$ cat config.mk
export PLATFORM = sky130hd
export DESIGN_NAME = enokida_trace_fifo
export DESIGN_NICKNAME = d
export VERILOG_FILES = /design/src/rtl/enokida_trace_fifo.sv
export SDC_FILE = /design/constraint.sdc
export NUM_CORES = 1
export LEC_CHECK = 0
export ABC_AREA = 1
export CORE_ASPECT_RATIO = 0.75
export CORE_UTILIZATION = 59
export CTS_CLUSTER_SIZE = 14
export DETAILED_ROUTE_END_ITERATION = 8
export PLACE_DENSITY = 0.8
export SYNTH_ARGS = -nofsm -noshare
export SYNTH_HDL_FRONTEND = slang
export SYNTH_SLANG_ARGS = --single-unit
$ cat constraint.sdc
create_clock -name clk -period 15.5 [get_ports clk]
set_input_delay 3.875 -clock clk [delete_from_list [all_inputs] [get_ports clk]]
set_output_delay 3.875 -clock clk [all_outputs]
set_load 0.02 [all_outputs]
$ cat src/rtl/enokida_trace_fifo.sv
// enokida_trace_fifo
// Elastic buffer between the processor trace unit and the trace-assisted
// cache. Records are captured when enabled and held first-in-first-out.
// The head record is presented combinationally and released on a pop.
// Records that arrive while the store is full are dropped and counted.
module enokida_trace_fifo #(
    parameter  int TRACE_WIDTH = 160,
    parameter  int DEPTH       = 8,
    localparam int CNT_W       = $clog2(DEPTH) + 1
) (
    input  logic                   clk,
    input  logic                   rst_n,
    input  logic [TRACE_WIDTH-1:0] trace_data_i,
    input  logic                   trace_valid_i,
    input  logic                   trace_capture_enable,
    input  logic                   flush_i,
    input  logic                   lock,
    input  logic                   trace_pop_i,
    output logic [TRACE_WIDTH-1:0] trace_out,
    output logic                   trace_ready,
    output logic [CNT_W-1:0]       occupancy_o,
    output logic                   full_o,
    output logic                   overflow_o,
    output logic [31:0]            drop_count_o,
    output logic [CNT_W-1:0]       high_water_o
);

    localparam int PTR_W = $clog2(DEPTH);

    // Record store; contents are deliberately not reset.
    logic [TRACE_WIDTH-1:0] mem_q [DEPTH];

    logic [PTR_W-1:0] rd_ptr_q, rd_ptr_d;
    logic [PTR_W-1:0] wr_ptr_q, wr_ptr_d;
    logic [CNT_W-1:0] occ_q,    occ_d;
    logic [CNT_W-1:0] hw_q,     hw_d;
    logic             ovf_q,    ovf_d;
    logic [31:0]      drop_q,   drop_d;

    logic push_req;
    logic push_acc;
    logic pop_acc;
    logic drop;
    logic empty;
    logic full;

    assign empty    = (occ_q == '0);
    assign full     = (occ_q == CNT_W'(DEPTH));
    assign push_req = trace_valid_i && trace_capture_enable;
    // A locked head cannot be released; an empty store has nothing to pop.
    assign pop_acc  = trace_pop_i && !empty && !lock;
    // A full store still accepts a push when the head leaves in the same cycle.
    assign push_acc = push_req && (!full || pop_acc);
    // Flush discards the incoming record as well, so it is not a drop.
    assign drop     = push_req && full && !pop_acc && !flush_i;

    // Next-state for pointers, occupancy, high-water mark and drop tracking.
    always_comb begin
        rd_ptr_d = rd_ptr_q;
        wr_ptr_d = wr_ptr_q;
        occ_d    = occ_q;
        hw_d     = hw_q;
        ovf_d    = ovf_q;
        drop_d   = drop_q;

        if (flush_i) begin
            rd_ptr_d = '0;
            wr_ptr_d = '0;
            occ_d    = '0;
            hw_d     = '0;
        end else begin
            if (push_acc) begin
                wr_ptr_d = wr_ptr_q + PTR_W'(1);
            end
            if (pop_acc) begin
                rd_ptr_d = rd_ptr_q + PTR_W'(1);
            end
            // Push and pop together leave occupancy unchanged.
            if (push_acc && !pop_acc) begin
                occ_d = occ_q + CNT_W'(1);
            end else if (pop_acc && !push_acc) begin
                occ_d = occ_q - CNT_W'(1);
            end
            if (occ_d > hw_q) begin
                hw_d = occ_d;
            end
        end

        // Drop statistics survive flush; only reset clears them.
        if (drop) begin
            ovf_d = 1'b1;
            if (drop_q != 32'hFFFF_FFFF) begin
                drop_d = drop_q + 32'd1;
            end
        end
    end

    // Control state register with asynchronous clear.
    always_ff @(posedge clk or negedge rst_n) begin
        if (!rst_n) begin
            rd_ptr_q <= '0;
            wr_ptr_q <= '0;
            occ_q    <= '0;
            hw_q     <= '0;
            ovf_q    <= 1'b0;
            drop_q   <= '0;
        end else begin
            rd_ptr_q <= rd_ptr_d;
            wr_ptr_q <= wr_ptr_d;
            occ_q    <= occ_d;
            hw_q     <= hw_d;
            ovf_q    <= ovf_d;
            drop_q   <= drop_d;
        end
    end

    // Array write; an accepted push lands at the write pointer unless flushed.
    always_ff @(posedge clk) begin
        if (push_acc && !flush_i) begin
            mem_q[wr_ptr_q] <= trace_data_i;
        end
    end

    assign trace_out    = mem_q[rd_ptr_q];
    assign trace_ready  = !empty;
    assign occupancy_o  = occ_q;
    assign full_o       = full;
    assign overflow_o   = ovf_q;
    assign drop_count_o = drop_q;
    assign high_water_o = hw_q;

endmodule

==> results.py <==
metrics = {
    "power_and_ir_drop": {
        "p_leak_nw": 20.50,
        "ir_drop_mv": 0.08922,
        "power_density_mw_per_mm2": 121.9,
    },
    "yosys": {
        "synth-edff-count": 1280,
        "syn-cell-area_mm2": 0.05247,
        "synth-warning-count": 0,
        "synthXorXnorAreaFrac_pct": 0.3338,
        "synth_seq_area_share_pct": 75.49,
        "synthSimpleGateAreaFrac_pct": 13.03,
        "synth_area_per_cell_um2": 12.89,
        "synth_top_family_by_area": "simple AND/OR/NAND/NOR gates",
        "synthMuxAreaShare_pct": 0,
        "synth_fa_ha_area_share_pct": 0.2146,
        "synth_nets": 4246,
        "synthFlopType": "edfxtp_1",
        "synth_compound_area_share_pct": 8.570,
        "syn_inst": 4070,
        "ys_ff_latch": 1327,
        "yosysUniqueCellTypes": 36,
        "synth-async-reset-ratio_pct": 3.542,
    },
    "worst_setup_path": {
        "start_kind": "flip-flop",
        "cp-startpoint": "rd_ptr_q[0]$_DFFE_PN0P_",
        "path_delay_family": "buffers and inverters",
        "critical-path-max-stage-delay_ps": 910,
        "crit_fanout": 103,
        "cp_cell_sequence": "buf_4 -> buf_4 -> buf_4 -> nor2_1 -> o32ai_1 -> nand2_1 -> nand2_1 -> clkdlybuf4s50_1",
        "cp_common_cell": "buf_4",
        "crit_type": "reg2out",
        "slowest_stage": "buf_4",
        "cp-end-kind": "output port",
        "timing.rr.start": "occupancy_o[0]$_DFF_PN0_",
        "path_buf_inv": 4,
        "required_ps": 11620,
        "arrival_ps": 5510,
    },
    "global_route": {
        "antenna_found_initial": 17,
        "grt_pass1_wl_um": 180100,
        "grt_max_degree": 232,
        "gr-usage-all-layers_pct": 25.73,
        "grt_pass1_vias": 31605,
        "grt_remaining_overflow": 0,
    },
    "status": {
        "status": "completed",
    },
    "drt": {
        "via_per_inst": 5.927,
        "ant_nets": 0,
        "drt_iter0_markers": 3507,
        "num_vias": 33173,
        "dr.pass1.iters": 8,
        "drc": 0,
        "drt_wl_total_um": 118300,
        "wl_per_cell_um": 21.14,
    },
    "sta": {
        "finalCriticalPeriod_ps": 9384,
        "setup_tns_ps": 0,
        "max_slew_margin_pct": 21.64,
        "fmax_ghz": 0.1066,
        "clock_skew_ps": 17.88,
        "final.period_utilization_pct": 60.54,
        "tightest_slew_ps": 1173,
        "finalMaxSlewViolations": 0,
        "hold_viol_final": 0,
        "rsz0062_at_grt": "no",
        "setup_viol": 0,
    },
    "floorplanning": {
        "die_h_um": 260.3,
        "rows": 94,
        "io-pin-count": 370,
        "die_area_mm2": 0.09015,
        "core-area_mm2": 0.08786,
        "start_util_pct": 59.73,
        "die_x_um": 346.4,
    },
    "layout": {
        "area_growth_pct": 15.52,
        "layout_commonest_cell": "edfxtp_1",
        "drive_above_1_share_pct": 5.079,
        "final_cell_mix": "edfxtp_1 (1280), nor2_1 (1011), nand2_1 (690), clkdlybuf4s50_1 (368), o21ai_0 (326)",
        "fillers": 5775,
        "fin_nets": 4521,
        "final_area_mm2": 0.06062,
    },
    "placement": {
        "io_buffers": 369,
        "hpwl_um": 61140,
        "dpl-instance-area_mm2": 0.05698,
        "place_congestion": 0.8629,
    },
    "cts": {
        "path_clk_slew_ps": 60,
        "ctsHoldBuffers": 0,
        "tritoncts": "done",
        "cts-resized-gates": 0,
        "clock_latency_ps": 690,
        "numCtsBuffers": 118,
        "clk_path_buf_depth": 3,
        "clock-sinks": 1327,
        "post_cts_buffers": 0,
        "cts-root-buf": "clkbuf_16",
        "htree_levels": 3,
    },
    "min_path": {
        "min_from": "overflow_o$_DFFE_PN0P_",
        "worst_hold_path_type": "reg2reg",
    },
    "job": {
        "maxCapViolCount": 0,
    },
}
-- registers in the layout, indices dropped and copies added, names as in the netlist --
| register | count |
|---|---|
| rd_ptr_q | 3 |
| wr_ptr_q | 3 |
| drop_count_o | 32 |
| high_water_o | 4 |
| occupancy_o | 4 |
| overflow_o | 1 |
| mem_q | 1280 |
-- area by class of cell --
class                           count  area [um^2]  area share, %
Sequential cell                  1327        39620          65.37
Multi-Input combinational cell   2453        11690          19.29
Timing Repair Buffer              409         4064          6.704
Clock buffer                      150         3083          5.086
Tap cell                         1152         1441          2.378
Clock inverter                     55        518.0         0.8545
Inverter                           36        158.9         0.2621
Antenna cell                       15        37.54        0.06192
-- power by group --
| group | total [W] | switching, W | internal, W |
|---|---|---|---|
| registers | 0.00398 | 0.0000187 | 0.00396 |
| logic | 0.000642 | 0.000399 | 0.000243 |
| clock network | 0.00277 | 0.00125 | 0.00152 |
| total | 0.00739 | 0.00167 | 0.00572 |
-- worst reg2reg max path, delay by kind of cell (launching register included) --
| family | cells | cell delay [ps] |
|---|---|---|
| fa+ha+maj | 1 | 250 |
| simple gates | 5 | 1540 |
| flops | 1 | 460 |
| buf+inv | 4 | 1810 |
-- through the flow --
step	setup WS, ps	util, %	hold WS [ps]	instances	power (W)
after floorplan	3603	-	549.5	4070	0.004419
after global placement	7122	64.85	455.2	5377	0.004679
after detailed placement	6970	64.85	459.3	5377	0.004694
after CTS	6209	68.95	475.4	5582	0.007425
after global routing	5823	68.98	499.9	5591	0.007613
final	6116	69.00	474.9	5597	0.007390
-- per-layer routing --
layer,up-vias,GRT usage (%),wire length (um)
met5,-,0,93
met4,16,8.914,3087
met3,210,4.861,9157
met2,1309,40.87,56910
met1,16322,36.17,49100
li1,15316,-,-
-- worst paths after layout --
path	to	slack [ps]	depth (start not counted)
max	trace_out[93]	6120	8
max in group asynchronous	rd_ptr_q[0]$_DFFE_PN0P_	11330	1
min	overflow_o$_DFFE_PN0P_	470	1
min in group asynchronous	occupancy_o[0]$_DFF_PN0_	3390	1
min reg2reg	overflow_o$_DFFE_PN0P_	470	1
max reg2reg	mem_q[6][40]$_DFFE_PP_	11020	10
-- cell usage after synthesis, types with 4 or more instances --
cell      number  area (um^2)
o21ai_1        5        25.02
dfrtp_1       47         1176
inv_1         31        116.4
xor2_1        11        96.34
nand2_1      690         2590
nand4_1       10        62.56
buf_1         14        52.55
buf_6          5        56.30
o21ai_0      326         1632
nand3_1       19        95.09
o32ai_1      320         2803
edfxtp_1    1280        38440
nand3b_1      11        82.58
nor2_1      1017         3817
buf_2         84        420.4
xnor2_1        9        78.83
nor2_2         4        25.02
clkbuf_1     150        563.0
a21oi_1        6        30.03
ha_1           9        112.6
-- cells by family (layout without fill, tap and decap cells) --
kind of cell / count (synthesis) / in the layout
and+or+nand+nor: 1766 / 1766
adders and majority gates: 9 / 9
buffers and inverters: 290 / 650
DFF: 1327 / 1327
AOI/OAI and AO/OA: 658 / 658
other: 0 / 15
xor gates and xnor gates: 20 / 20
Note: power is estimated with default switching activity, not from simulation.
